**src/rtl/store_pkg.sv**
```systemverilog
// Shared definitions for the store read-modify-write path: width codes,
// FSM state encoding and width-classification helpers.
package store_pkg;

    // Width codes, same encoding as the load extender.
    localparam logic [2:0] MODE_WORD   = 3'b000;
    localparam logic [2:0] MODE_BYTE_S = 3'b001;
    localparam logic [2:0] MODE_BYTE_U = 3'b010;
    localparam logic [2:0] MODE_HALF_S = 3'b011;
    localparam logic [2:0] MODE_HALF_U = 3'b100;

    typedef enum logic [2:0] {
        IDLE  = 3'd0,
        READ  = 3'd1,
        WAIT  = 3'd2,
        WRITE = 3'd3,
        FAULT = 3'd4
    } state_t;

    function automatic logic is_byte(input logic [2:0] mode);
        return (mode == MODE_BYTE_S) || (mode == MODE_BYTE_U);
    endfunction

    function automatic logic is_half(input logic [2:0] mode);
        return (mode == MODE_HALF_S) || (mode == MODE_HALF_U);
    endfunction

    // Unlisted codes fall back to word, so only byte and half are sub-word.
    function automatic logic is_subword(input logic [2:0] mode);
        return is_byte(mode) || is_half(mode);
    endfunction

endpackage

```
**src/rtl/store_lane_merge.sv**
```systemverilog
// Combinational lane merge: places a byte or half of new_data into its lane
// of old_word; word stores pass new_data through unchanged.
module store_lane_merge
    import store_pkg::*;
(
    input  logic [31:0] old_word,
    input  logic [31:0] new_data,
    input  logic [2:0]  mode,
    input  logic [1:0]  offset,
    output logic [31:0] merged_word
);

    // Select the target lane from the byte offset and overlay the new data.
    always_comb begin
        merged_word = new_data;
        if (is_byte(mode)) begin
            merged_word = old_word;
            case (offset)
                2'd0: merged_word[7:0]   = new_data[7:0];
                2'd1: merged_word[15:8]  = new_data[7:0];
                2'd2: merged_word[23:16] = new_data[7:0];
                2'd3: merged_word[31:24] = new_data[7:0];
                default: merged_word = old_word;
            endcase
        end else if (is_half(mode)) begin
            merged_word = old_word;
            if (offset[1]) begin
                merged_word[31:16] = new_data[15:0];
            end else begin
                merged_word[15:0] = new_data[15:0];
            end
        end
    end

endmodule

```
**src/rtl/store_rmw_unit.sv**
```systemverilog
// Store unit for a word-only data RAM. Word stores are written directly;
// byte and half stores read the word, merge the new lane and write it back.
// Optional: define MISALIGN_TRAP_EN to trap misaligned half/word stores
// (done+err pulse, memory untouched) instead of ignoring low address bits.
module store_rmw_unit
    import store_pkg::*;
#(
    parameter int MEM_RD_LAT = 1,
    parameter int ADDR_W     = 32
) (
    input  logic              clk,
    input  logic              rst,
    input  logic              req_valid,
    output logic              req_ready,
    input  logic [ADDR_W-1:0] req_addr,
    input  logic [31:0]       req_data,
    input  logic [2:0]        req_mode,
    output logic [ADDR_W-3:0] mem_addr,
    output logic              mem_re,
    input  logic [31:0]       mem_rdata,
    output logic              mem_we,
    output logic [31:0]       mem_wdata,
    output logic              done,
    output logic              err
);

    localparam logic [1:0] LAT_M1 = 2'(MEM_RD_LAT - 1);

    state_t            state;
    logic [ADDR_W-1:0] addr_q;
    logic [31:0]       data_q;
    logic [31:0]       old_q;
    logic [2:0]        mode_q;
    logic [1:0]        wait_cnt;
    logic [31:0]       merged;
    logic              accept;

    assign req_ready = (state == IDLE);
    assign accept    = req_valid && req_ready;

`ifdef MISALIGN_TRAP_EN
    logic req_misaligned;
    assign req_misaligned = (is_half(req_mode) && req_addr[0]) ||
                            (!is_subword(req_mode) && (req_addr[1:0] != 2'b00));
`endif

    store_lane_merge u_merge (
        .old_word    (old_q),
        .new_data    (data_q),
        .mode        (mode_q),
        .offset      (addr_q[1:0]),
        .merged_word (merged)
    );

    // Request latch, read-latency counter and store sequencing FSM.
    always_ff @(posedge clk or posedge rst) begin
        if (rst) begin
            state    <= IDLE;
            addr_q   <= '0;
            data_q   <= '0;
            mode_q   <= '0;
            old_q    <= '0;
            wait_cnt <= '0;
        end else begin
            case (state)
                IDLE: begin
                    if (accept) begin
                        addr_q <= req_addr;
                        data_q <= req_data;
                        mode_q <= req_mode;
`ifdef MISALIGN_TRAP_EN
                        if (req_misaligned) state <= FAULT;
                        else
`endif
                        if (is_subword(req_mode)) state <= READ;
                        else                      state <= WRITE;
                    end
                end
                READ: begin
                    wait_cnt <= LAT_M1;
                    state    <= WAIT;
                end
                WAIT: begin
                    if (wait_cnt == 2'd0) begin
                        old_q <= mem_rdata;
                        state <= WRITE;
                    end else begin
                        wait_cnt <= wait_cnt - 2'd1;
                    end
                end
                WRITE: state <= IDLE;
`ifdef MISALIGN_TRAP_EN
                FAULT: state <= IDLE;
`endif
                default: state <= IDLE;
            endcase
        end
    end

    // Strobes decode directly from state so reset removes them at once.
    assign mem_addr  = addr_q[ADDR_W-1:2];
    assign mem_re    = (state == READ);
    assign mem_we    = (state == WRITE);
    assign mem_wdata = (state == WRITE) ? merged : '0;

`ifdef MISALIGN_TRAP_EN
    assign done = (state == WRITE) || (state == FAULT);
    assign err  = (state == FAULT);
`else
    assign done = (state == WRITE);
    assign err  = 1'b0;
`endif

endmodule

```
**config.mk**
```make
export PLATFORM = sky130hd
export DESIGN_NAME = store_rmw_unit
export DESIGN_NICKNAME = d
export VERILOG_FILES = /design/src/rtl/store_pkg.sv /design/src/rtl/store_lane_merge.sv /design/src/rtl/store_rmw_unit.sv
export SDC_FILE = /design/constraint.sdc
export NUM_CORES = 1
export LEC_CHECK = 0
export BUFFER_PORTS_ARGS = -buffer_cell sky130_fd_sc_hd__buf_4
export CORE_MARGIN = 3
export CORE_UTILIZATION = 39
export DETAILED_ROUTE_END_ITERATION = 8
export PLACE_DENSITY = 0.62
export SETUP_SLACK_MARGIN = 0.4
export SLEW_MARGIN = 20
export SYNTH_ARGS = -nofsm -noshare
export SYNTH_HDL_FRONTEND = slang
export SYNTH_SLANG_ARGS = --single-unit
export TNS_END_PERCENT = 100
```
**constraint.sdc**
```tcl
create_clock -name clk -period 7.4 [get_ports clk]
set_clock_uncertainty 0.05 [all_clocks]
set_input_delay 0.37 -clock clk [delete_from_list [all_inputs] [get_ports clk]]
set_output_delay 0.37 -clock clk [all_outputs]
set_load 0.01 [all_outputs]
```
-- Word-level counts from Yosys, hierarchy flattened
Cells that the tools add are included.
- add/subtract/negate cells: 1
- multipliers: 0
- divide/modulo/power cells: 0
- order comparisons: 0
- eq/ne operators: 17
- shift-type cells: 0
- muxes and demuxes: 15
- bitwise logic cells: 0
- reductions and logical operators: 14
- operators with widths (cell ; number):
    32-bit 2-to-1 mux ; 3
    16-bit 2-to-1 mux ; 2
    8-bit 2-to-1 mux ; 4
    3-bit by 2-bit equality test with 1-bit output (second input constant) ; 6
    3-bit by 1-bit equality test with 1-bit output (second input constant) ; 3
    3-bit one-hot mux with 3 select lines ; 1
    2-bit AND reduction ; 4
    3-bit equality test (second input constant) ; 2
    3-bit 2-to-1 mux ; 2
    1-bit logical OR ; 5
    2-bit equality test (second input constant) ; 2
    2-bit zero test ; 2
    2-bit 2-to-1 mux ; 2
    2-bit != test (second input constant) ; 2
    2-bit one-hot mux with 2 select lines ; 1
    3-bit zero test ; 1
    2-bit by 1-bit equality test with 1-bit output (second input constant) ; 1
    2-bit by 1-bit != test with 1-bit output (second input constant) ; 1
    2-bit nonzero test ; 1
    2-bit by 1-bit subtractor with 2-bit output (second input constant) ; 1
    1-bit logical AND ; 1
- flip-flop bits (word level): 104
- latch bits: 0
- bits in writable memories: 0
- bits in read-only memories: 0
- input port bits: 102
- output and inout port bits: 67
- logic and storage cells: 53
- memories kept: 0

-- Depth between registers and ports, before layout
Gate-level depths: netlist (run 1).
- depth after elaboration: 6
- mapped depth: 7
- mapped depth without buffers: 6

-- By module
A second synthesis (run 1) with hierarchy kept.
- cells, all modules: 504
- area total of the unflattened synthesis: 5924.4 um^2
- by module, submodules not included (module ; instances ; cells each ; area an instance (um^2) ; sequential area each (um^2)):
    store_rmw_unit ; 1 ; 311 ; 4546.9 ; 2577.5
    store_lane_merge ; 1 ; 193 ; 1377.6 ; 0.0

-- Least setup slack after synthesis (run 1)
OpenSTA, ideal clock, no wires.
- kind: flip-flop to output port
- start: reg mode_q[0]
- end: out mem_wdata[6]
- arrival: 1.407 ns
- required time: 6.980 ns
- slack: 5.573 ns
- stages on the path, launching flop included: 7
- path buffers: 2
- cell sequence: dfrtp_1 > buf_2 > and3b_1 > o31ai_4 > buf_6 > nand3_1 > o21ai_1
- word-level cells in the longest chain between the ends: 5
- elaborated cells on any way between the ends: 9
- classes of those cells: eq/ne: 4; mux: 3; reduce/logical: 2
- ends and longest elaborated chain (what ; RTL line ; RTL):
    from (decl) ; store_rmw_unit.sv:33 ; logic [2:0] mode_q;
    from (signal assigned) ; store_rmw_unit.sv:70 ; mode_q <= req_mode;
    3-bit by 2-bit equality test with 1-bit output or 3-bit equality test (tied branches) ; store_pkg.sv:25 ; return (mode == MODE_HALF_S) || (mode == MODE_HALF_U);
    1-bit logical OR ; store_pkg.sv:25 ;
    32-bit 2-to-1 mux ; store_lane_merge.sv:25 ; end else if (is_half(mode)) begin
    32-bit 2-to-1 mux * ; store_lane_merge.sv:16 ; if (is_byte(mode)) begin
    32-bit 2-to-1 mux * ; store_rmw_unit.sv:104 ; assign mem_wdata = (state == WRITE) ? merged : '0;
    to (decl) ; store_rmw_unit.sv:22 ; output logic [31:0] mem_wdata,
Mark *: on every way between the ends. The rest lies on a longest branch, timed or not.

-- Worst setup path in the final report (run 1)
- start: reg addr_q[1]
- end: out mem_wdata[21]
- word-level cells in the longest chain between the ends: 4
- elaborated cells on any way between the ends: 6
- classes of those cells: eq/ne: 1; mux: 5
- ends and longest elaborated chain (what ; RTL line ; RTL):
    from (decl) ; store_rmw_unit.sv:30 ; logic [ADDR_W-1:0] addr_q;
    from (signal assigned) ; store_rmw_unit.sv:68 ; addr_q <= req_addr;
    2-bit equality test or 16-bit 2-to-1 mux (tied branches) ; store_lane_merge.sv:18, store_lane_merge.sv:27 ;
    8-bit 2-to-1 mux or 32-bit 2-to-1 mux (tied branches) ; store_lane_merge.sv:18, store_lane_merge.sv:25 ;
    32-bit 2-to-1 mux * ; store_lane_merge.sv:16 ;
    32-bit 2-to-1 mux * ; store_rmw_unit.sv:104 ;
Marked as above.

==> qor.csv, run 1 <==
metric,value,unit
Vias/cell,4.99,
final-layout fill cell count,1241,
largest net degree at the start of global routing,74,
TritonRoute pass-1 iters,5,
full die area,0.0154,mm^2
Initial Util,0.405,
asr flop ratio synth,1.00,
register area share after synthesis,0.473,
routed vias,3713,
gpl congestion,0.795,
Antenna diodes,0,
Max-Cap Viols,0,
"Slew Viols, Final",0,
reg2reg end,data_q[27]$_DFFE_PP0P_,
FP Rows,42,
H-tree depth,3,
Antenna Nets Post-Route,0,
share of layout cells above drive strength 1,0.539,
Reg-to-Reg Start,state[0]$_DFFE_PP0P_,
"Max FO, Critical Path",24,
WL final,13300,um
initial DRC count,188,
global-route wire length before repair,20500,um
CP required,6.98,ns
"Clk Latency, worst-skew pair",0.35,ns
PostCTS Resize Cnt,0,
Finish-stage setup viols,0,
Pwr Density,454,mW/mm^2
Critical Path End Type,output pin,
Startpoint Class,flop,
GRT overflow,0,
Total GRT Usage,0.177,
Reg2Reg Setup Slack,5.30,ns
P&R area growth vs syn,26.5,%
vias in the first global route,3927,
fin nets,671,
Max IR drop VDD,0.000190,V
Max-slew headroom,0.370,
Tcrit/Tclk final,0.452,
Mapped Cells,440,
mean area per synthesized cell,12.4,um^2
Num CTS Buffers,9,
Die Wd,124,um
clk buf depth,2,
fmax,299,MHz
unrepaired setup endpoints after global routing,false,
HP Class,in2reg,
core area,0.0135,mm^2
Mapped Nets,548,
CTS clock-pin slew for the worst setup and hold paths,0.07,ns
"flops & latches, synth",103,
critical path startpoint,addr_q[1]$_DFFE_PP0P_,
Post-synth EDFFs,0,
hold path cells,2,
DRC errors left,0,
drt wl/cell,17.9,um
ys flop type,dfrtp_1,
Tmin final,3.34,ns
IO Count,169,
Buffers on Ports,167,
Critical path destination,mem_wdata[21],
slew at the pin with the worst max-slew slack,0.945,ns
initial antenna violation count,0,
clock root buffer,clkbuf_16,
critical path class,reg2out,
Worst R2R Path Depth,4,
cell leakage power,3.11,nW
post-DP HPWL,9340,um
clk sinks,103,
setup_tns,0,ns
count of cell types in the netlist,32,
status,finished clean,
die height,124,um
endpoints failing hold,0,
Hold WS,0.194,ns
"Arr. time, crit path",2.92,ns
synthesis warning total,0,
synthesized area,0.00544,mm^2
CTS tree,built,
[Yosys cell counts (2+ instances only)]
cell | number | area (um^2)
a21oi_1 | 25 | 125
buf_2 | 15 | 75.1
buf_4 | 33 | 248
clkbuf_1 | 9 | 33.8
dfrtp_1 | 103 | 2580
ha_1 | 6 | 75.1
inv_1 | 7 | 26.3
mux2_1 | 27 | 304
mux2_2 | 112 | 1260
mux2i_1 | 24 | 240
nand2_1 | 14 | 52.6
nand2_2 | 2 | 12.5
nand3_1 | 8 | 40.0
nand3b_1 | 2 | 15.0
nor2b_1 | 2 | 12.5
o21ai_0 | 12 | 60.1
o21ai_1 | 22 | 110
o22ai_1 | 2 | 12.5
xor2_1 | 2 | 17.5
[how the worst min path moves through the flow]
stage                       startpoint                       to  slack, ns
2_1_floorplan  wait_cnt[1]$_DFFE_PP0P_  wait_cnt[1]$_DFFE_PP0P_       0.40
3_3_place_gp                       rst    addr_q[6]$_DFFE_PP0P_       0.33
3_5_place_dp                       rst    addr_q[2]$_DFFE_PP0P_       0.34
4_1_cts                    req_addr[7]    addr_q[7]$_DFFE_PP0P_       0.18
5_1_grt                   req_data[24]   data_q[24]$_DFFE_PP0P_       0.17
6_report                  req_data[25]   data_q[25]$_DFFE_PP0P_       0.19
[state kept, by name (all words and copies together) (netlist names)]
name,flops
addr_q,32
wait_cnt,2
old_q,32
data_q,32
state,2
mode_q,3
[area by class of cell]
class | count | area [um^2] | share of cell area
Clock buffer | 10 | 229 | 0.0332
Clock inverter | 6 | 83.8 | 0.0122
Inverter | 7 | 28.8 | 0.00418
Multi-Input combinational cell | 271 | 2460 | 0.357
Sequential cell | 103 | 2580 | 0.374
Tap cell | 176 | 220 | 0.0320
Timing Repair Buffer | 171 | 1290 | 0.187
[through the flow]
stage                     worst slack (ns)  total power [mW]  utilization  area, um^2  std cells
after floorplan                       4.28              2.22            -        5440        440
after global placement                4.40              2.60        0.488        6570        727
after detailed placement              4.36              2.65        0.488        6570        727
after CTS                             3.96              3.17        0.512        6890        744
after global routing                  3.83              3.35        0.512        6890        744
final                                 4.06              3.13        0.512        6890        744
[critical path, cell delays in order, from the launching register on]
cell,delay (ns)
dfrtp_1,0.96
nor2b_1,0.81
mux2_1,0.38
o21ai_0,0.16
a21oi_1,0.07
buf_4,0.19
[kinds of logic (layout without fill, tap and decap cells)]
group | Yosys count | count (layout) | share of synthesized area
adder cells (fa/ha/maj) | 6 | 6 | 0.0138
XOR/XNOR | 2 | 2 | 0.00322
other | 1 | 1 | 0.000689
buffers and inverters | 66 | 194 | 0.0761
multiplexers | 163 | 163 | 0.332
AND/OR/NAND/NOR | 34 | 34 | 0.0349
AO/OA/AOI/OAI | 65 | 65 | 0.0662
flip-flops | 103 | 103 | 0.473
[routing by layer]
metal	GRT usage	share of wire
met1	0.210	0.42
met2	0.304	0.50
met3	0.0595	0.071
met4	0.0541	0.014
met5	0	0
[layout by cell type (no fill, tap or decap), types with 9 or more instances in the layout]
| cell | instances |
|---|---|
| mux2i_1 | 24 |
| o21ai_0 | 12 |
| mux2_2 | 112 |
| clkbuf_16 | 9 |
| nand2_1 | 13 |
| o21ai_1 | 22 |
| a21oi_1 | 25 |
| mux2_1 | 27 |
| buf_4 | 170 |
| dfrtp_1 | 103 |
[power by group]
group          leakage [nW]  internal [mW]  switching [mW]
Combinational          1.74          0.826           0.688
Clock                 0.157          0.296           0.215
Sequential             1.21          0.850           0.250
Total                  3.11           1.97            1.15
[what timing repair did]
action                                  4_1_cts  5_1_grt
hold buffers                                  1        0
endpoints found under the setup margin        0        0
hold endpoints to repair                     30        0
setup buffers                                 0        0
No activity file was read; power rests on OpenSTA's default activity.
==> run 2, diff against run 1 <==
==> constraint.sdc (replaced) <==
create_clock -name clk -period 3.1 [get_ports clk]
set_clock_uncertainty 0.05 [all_clocks]
set_input_delay 0.155 -clock clk [delete_from_list [all_inputs] [get_ports clk]]
set_output_delay 0.155 -clock clk [all_outputs]
set_load 0.01 [all_outputs]
==> run 2 against run 1 <==
First-iteration DRC count fell by 6.4%. Power rose by 150%. Largest power group unchanged. Sequential power rose by 140%. Clock-buffer cell count fell by 1. Design area rose by 15%. Critical path type unchanged. Sequential share of layout area fell by 4.9 points.
==> qor.csv, run 2 (synthesized netlist as in run 1, its figures left out) <==
metric,value,unit,change
met3 WL post-DR,800,um,-15%
Initial Util,0.405,,unchanged
Max-Cap Viols,0,,unchanged
GRT overflow,0,,unchanged
WL final,14700,um,+10%
Num CTS Buffers,9,,unchanged
Max-slew headroom,0.464,,+0.0944
critical path cell sequence,"nor2b_1, buf_4, mux2_1, o21ai_0, a21oi_1, buf_4",,
"most used cell, CP",buf_4,,
fmax,408,MHz,
TritonRoute pass-1 iters,4,,-1
clk sinks,103,,unchanged
setup repair bufs after CTS,0,,unchanged
Pint,4.84,mW,+150%
FP Rows,42,,unchanged
core area,0.0135,mm^2,unchanged
unrepaired setup endpoints after global routing,false,,
"Arr. time, crit path",2.25,ns,-0.67 ns
H-tree depth,3,,unchanged
share of layout cells above drive strength 1,0.466,,-0.0724
Tcrit/Tclk final,0.791,,
clock share of power,0.162,,-0.002
Reg power frac,0.343,,-0.009
Sw Pwr,2.85,mW,+150%
vias in the first global route,4438,,+13%
CP required,2.89,ns,-4.09 ns
Antenna Nets Post-Route,0,,unchanged
Tmin final,2.45,ns,
full die area,0.0154,mm^2,unchanged
Finish-stage setup viols,0,,unchanged
"Max FO, Critical Path",16,,-33%
Total GRT Usage,0.194,,+0.0166
"commonest non-fill, non-tap cells in the layout","buf_4, mux2_2, dfrtp_1",,
CTS tree,built,,
"commonest non-fill, non-tap cell in the layout",buf_4,,
"Clk Latency, worst-skew pair",0.35,ns,about the same
HP Class,in2reg,,
status,finished clean,,
Pwr Density,968,mW/mm^2,+110%
Critical Path End Type,output pin,,
Antenna diodes,0,,unchanged
IO Count,169,,unchanged
Buffers on Ports,167,,unchanged
global-route wire length before repair,22700,um,+11%
Vias/cell,4.94,,-1.0%
routed vias,4174,,+12%
post-DP HPWL,9680,um,+3.6%
slew at the pin with the worst max-slew slack,0.801,ns,-0.145 ns
gpl congestion,0.777,,-2.3%
drt wl/cell,17.4,um,-2.8%
dpl ws,0.753,ns,-3.61 ns
clk buf depth,2,,unchanged
largest net degree at the start of global routing,104,,+41%
Gate power share,0.494,,+0.010
hold path cells,2,,unchanged
wire length on met2,7320,um,+11%
Worst path slowest cell,dfrtp_2,,
endpoints failing hold,0,,unchanged
critical path class,reg2out,,
DRC errors left,0,,unchanged
"Slew Viols, Final",0,,unchanged
Max IR drop VDD,0.000530,V,+180%
sw frac,0.371,,+0.00169
final worst-path setup slack,0.648,ns,-3.41 ns
Slowest Stage Delay on Critical Path,0.59,ns,-0.37 ns
P&R area growth vs syn,45.9,%,
Reg2Reg Setup Slack,1.07,ns,-4.23 ns
cell leakage power,3.54,nW,+14%
max layer used,met4,,
initial antenna violation count,0,,unchanged
Worst R2R Path Depth,5,,+1
initial DRC count,176,,-6.4%
CTS clock-pin slew for the worst setup and hold paths,0.07,ns,about the same
clock root buffer,clkbuf_16,,
Post-Route M1 WL,6290,um,+13%
setup_tns,0,ns,unchanged
Die Wd,124,um,unchanged
Startpoint Class,flop,,
Top Registers,"addr_q: 32 flops, data_q: 32 flops, old_q: 32 flops",,
die height,124,um,unchanged
fin nets,772,,+15%
run 2: cell types whose count changed in the layout (fill, tap and decap cells not counted), sizes merged:
cell | before | now
clkbuf | 10 | 9
buf | 170 | 173
clkinvlp | 0 | 2
clkinv | 3 | 1
dlygate4sd3 | 1 | 99
inv | 8 | 9
run 2: metal layers:
metal | global-route usage | vias to the layer above
met2 | 0.328 | 117
met5 | 0 | -
met1 | 0.241 | 2059
met3 | 0.0481 | 19
met4 | 0.0657 | 0
li1 | - | 1979
run 2: through the flow:
stage               area [um^2]  std cells  hold WS [ns]   util  power [mW]
floorplan                  5450        440         0.256      -        5.31
global placement           6610        730         0.317  0.492        6.26
detailed placement         6610        730         0.333  0.492        6.36
CTS                        7940        845       0.00890  0.590        7.75
global route               7940        845       0.00871  0.590        8.22
finish                     7940        845        0.0283  0.590        7.69
run 2: repair_timing:
item | 4_1_cts | 5_1_grt
hold buffers | 99 | 0
resized for setup | 2 | 1
endpoints found under the setup margin | 9 | 3
endpoints found under the hold margin | 201 | 0
run 2: cell type report:
cell class                      instances  area [um^2]
Fill cell                            1116         5510
Sequential cell                       103         2580
Multi-Input combinational cell        271         2470
Timing Repair Buffer                  272         2310
Clock buffer                            9          225
Tap cell                              176          220
Clock inverter                          7          103
Inverter                                7         30.0
run 2: critical path: cells and delay by family, from the launching register on:
family                 cells  cell delay (ns)
flip-flops                 1             0.59
AND/OR/NAND/NOR            1             0.36
AO/OA/AOI/OAI              2             0.23
buffers and inverters      2             0.40
multiplexers               1             0.32
run 2: power groups by stage:
stage / clock (mW) / combinational [mW] / sequential, mW
3_3_place_gp: 0 / 3.64 / 2.62
2_1_floorplan: 0 / 2.94 / 2.36
6_report: 1.25 / 3.80 / 2.64
4_1_cts: 1.29 / 3.83 / 2.63
3_5_place_dp: 0 / 3.71 / 2.65
5_1_grt: 1.34 / 4.14 / 2.73
run 2: final timing paths:
kind / end / from
worst max register to register: data_q[15]$_DFFE_PP0P_ / state[0]$_DFFE_PP0P_
worst max-delay path: mem_wdata[22] / addr_q[1]$_DFFE_PP0P_
worst min-delay path: data_q[15]$_DFFE_PP0P_ / req_data[15]
max in group asynchronous: addr_q[1]$_DFFE_PP0P_ / rst
worst min register to register: wait_cnt[1]$_DFFE_PP0P_ / wait_cnt[1]$_DFFE_PP0P_
min in group asynchronous: addr_q[18]$_DFFE_PP0P_ / rst
==> run 3, diff against run 2 <==
--- a/config.mk
+++ b/config.mk
@@ -9,7 +9,7 @@
 export CORE_MARGIN = 3
 export CORE_UTILIZATION = 39
 export DETAILED_ROUTE_END_ITERATION = 8
-export PLACE_DENSITY = 0.62
+export PLACE_DENSITY = 0.64
 export SETUP_SLACK_MARGIN = 0.4
 export SLEW_MARGIN = 20
 export SYNTH_ARGS = -nofsm -noshare
==> constraint.sdc (replaced) <==
create_clock -name clk -period 2.1 [get_ports clk]
set_clock_uncertainty 0.05 [all_clocks]
set_input_delay 0.105 -clock clk [delete_from_list [all_inputs] [get_ports clk]]
set_output_delay 0.105 -clock clk [all_outputs]
set_load 0.01 [all_outputs]
==> run 3 against run 2 <==
Register-to-register slack worse by 0.76 ns. Critical path type unchanged. Cell count is 2.8% higher. First-iteration DRC count is 41% higher. Highest routed layer unchanged. Worst hold slack better by 0.085 ns. Power is 66% higher. Wire length is 8.2% higher.
==> qor.csv, run 3 (synthesized netlist as in run 1, its figures left out) <==
metric,value,unit,change
HP Class,in2reg,,
FP Rows,42,,unchanged
H-tree depth,3,,unchanged
vias in the first global route,4519,,+1.8%
Top Registers,"addr_q: 32 flops, data_q: 32 flops, old_q: 32 flops",,
Die Wd,124,um,unchanged
status,finished clean,,
Top delay family on crit path,flip-flops,,
Max-slew headroom,0.627,,+0.163
WL final,15900,um,+8.2%
Worst R2R Path Depth,6,,+1
Post-DP Area,0.00669,mm^2,+1.1%
Reg power frac,0.302,,-0.041
CTS clock-pin slew for the worst setup and hold paths,0.08,ns,about the same
CTS tree,built,,
fmax,494,MHz,
Buffers on Ports,167,,unchanged
"commonest non-fill, non-tap cell in the layout",buf_4,,
clock share of power,0.126,,-0.036
post-DP HPWL,9540,um,-1.5%
clock root buffer,clkbuf_16,,
IO Count,169,,unchanged
global-route wire length before repair,23400,um,+3.0%
setup_tns,0,ns,unchanged
Critical Path End Type,output pin,,
slew at the pin with the worst max-slew slack,0.559,ns,-0.242 ns
multi-input logic area,0.00266,mm^2,+7.7%
clk sinks,103,,unchanged
"Slew Viols, Final",0,,unchanged
endpoints failing hold,0,,unchanged
register area,0.00258,mm^2,+0.15%
largest net degree at the start of global routing,104,,unchanged
Startpoint Class,flop,,
Antenna diodes,0,,unchanged
TritonRoute pass-1 iters,4,,unchanged
cell leakage power,3.74,nW,+5.7%
initial DRC count,249,,+41%
Num CTS Buffers,9,,unchanged
Slowest Stage Delay on Critical Path,0.47,ns,-0.12 ns
P&R area growth vs syn,56.1,%,
Tmin final,2.02,ns,
Worst Path Buf+Inv,2,,unchanged
drt wl/cell,18.3,um,+5.2%
design area,0.00850,mm^2,+7.0%
core area,0.0135,mm^2,unchanged
Worst path slowest cell,dfrtp_2,,
"commonest non-fill, non-tap cells in the layout","buf_4, mux2_2, dlygate4sd3_1",,
DRC errors left,0,,unchanged
Tcrit/Tclk final,0.964,,
hold path cells,4,,+2
"Clk Latency, worst-skew pair",0.35,ns,about the same
Gate power share,0.572,,+0.078
"Arr. time, crit path",1.87,ns,-0.38 ns
Worst path depth,6,,unchanged
initial antenna violation count,0,,unchanged
final-layout fill cell count,1058,,-5.2%
Total GRT Usage,0.199,,+0.00583
Max IR drop VDD,0.000833,V,+57%
Sw Pwr,4.84,mW,+70%
"Max FO, Critical Path",8,,-8
Pint,7.96,mW,+64%
routed vias,4276,,+2.4%
Pwr Density,1510,mW/mm^2,+56%
critical path cell sequence,"buf_6, nand4b_1, nand2_8, mux2i_2, a21oi_2, buf_4",,
critical path class,reg2out,,
Initial Util,0.405,,unchanged
clk buf depth,2,,unchanged
Vias/cell,4.92,,-0.39%
share of layout cells above drive strength 1,0.531,,+0.0647
die height,124,um,unchanged
Finish-stage setup viols,0,,unchanged
GRT overflow,0,,unchanged
fin nets,796,,+3.1%
sw frac,0.378,,+0.00728
Antenna Nets Post-Route,0,,unchanged
full die area,0.0154,mm^2,unchanged
CP required,1.95,ns,-0.94 ns
gpl congestion,0.850,,+9.4%
Max-Cap Viols,0,,unchanged
unrepaired setup endpoints after global routing,true,,
run 3: cell count changes in the layout (fill, tap and decap cells not counted), sizes merged:
cell,change
buf,+21
dlygate4sd3,+1
bufinv,-2
clkbuf,+2
clkinv,+3
clkinvlp,+1
inv,-2
run 3: layout make-up:
| class | count | share of cell area |
|---|---|---|
| tap | 176 | 0.0259 |
| clock inverter | 7 | 0.00692 |
| sequential | 103 | 0.304 |
| multi-input combinational | 271 | 0.313 |
| inverter | 7 | 0.00353 |
| timing repair buffer | 296 | 0.320 |
| clock buffer | 9 | 0.0265 |
run 3: per-stage QoR:
step	utilization	hold slack, ns	total power [mW]	instances	worst slack, ns
detailed placement	0.497	0.275	9.58	735	0.159
global route	0.632	0.129	13.6	869	0.00600
floorplan	-	0.205	7.84	440	0.384
finish	0.632	0.114	12.8	869	0.0763
CTS	0.619	0.0792	12.4	865	0.0760
global placement	0.497	0.270	9.39	735	0.257
run 3: worst register-to-register path, cell delays in order, from the launching register on:
cell and delay (ns):
dfrtp_1 0.40, buf_4 0.13, inv_1 0.07, ha_1 0.24, nand2_1 0.13, buf_12 0.23
mux2_2 0.42
run 3: what timing repair did:
action | in CTS | in global routing
setup endpoints to repair | 55 | 91
gates cloned | 3 | 3
gates resized for setup | 44 | 19
buffers inserted | 11 | 1
endpoints found under the hold margin | 202 | 0
hold buffers | 100 | 0
pin swaps | 13 | 7
run 3: power by group through the flow:
stage               clock network, mW  logic, mW  registers, mW
floorplan                           0       4.35           3.49
global placement                    0       5.62           3.78
detailed placement                  0       5.72           3.85
CTS                              1.66       6.96           3.82
global route                     1.75       7.82           3.99
finish                           1.61       7.32           3.87
run 3: routing by layer:
layer / vias up / track usage / part of all wire
li1: 2030 / - / -
met1: 2090 / 0.251 / 0.42
met2: 142 / 0.339 / 0.51
met3: 14 / 0.0518 / 0.056
met4: 0 / 0.0568 / 0.014
met5: - / 0 / 0
run 3: final timing paths:
check                                          end  slack, ns                     from
max                                   mem_wdata[8]       0.08    addr_q[1]$_DFFE_PP0P_
min                           state[1]$_DFFE_PP0P_       0.11                req_valid
max reg2reg                   old_q[4]$_DFFE_PP0P_       0.31     state[0]$_DFFE_PP0P_
min reg2reg                wait_cnt[1]$_DFFE_PP0P_       0.44  wait_cnt[1]$_DFFE_PP0P_
max in group asynchronous    mode_q[0]$_DFFE_PP0P_       1.12                      rst
min in group asynchronous   addr_q[21]$_DFFE_PP0P_       0.44                      rst
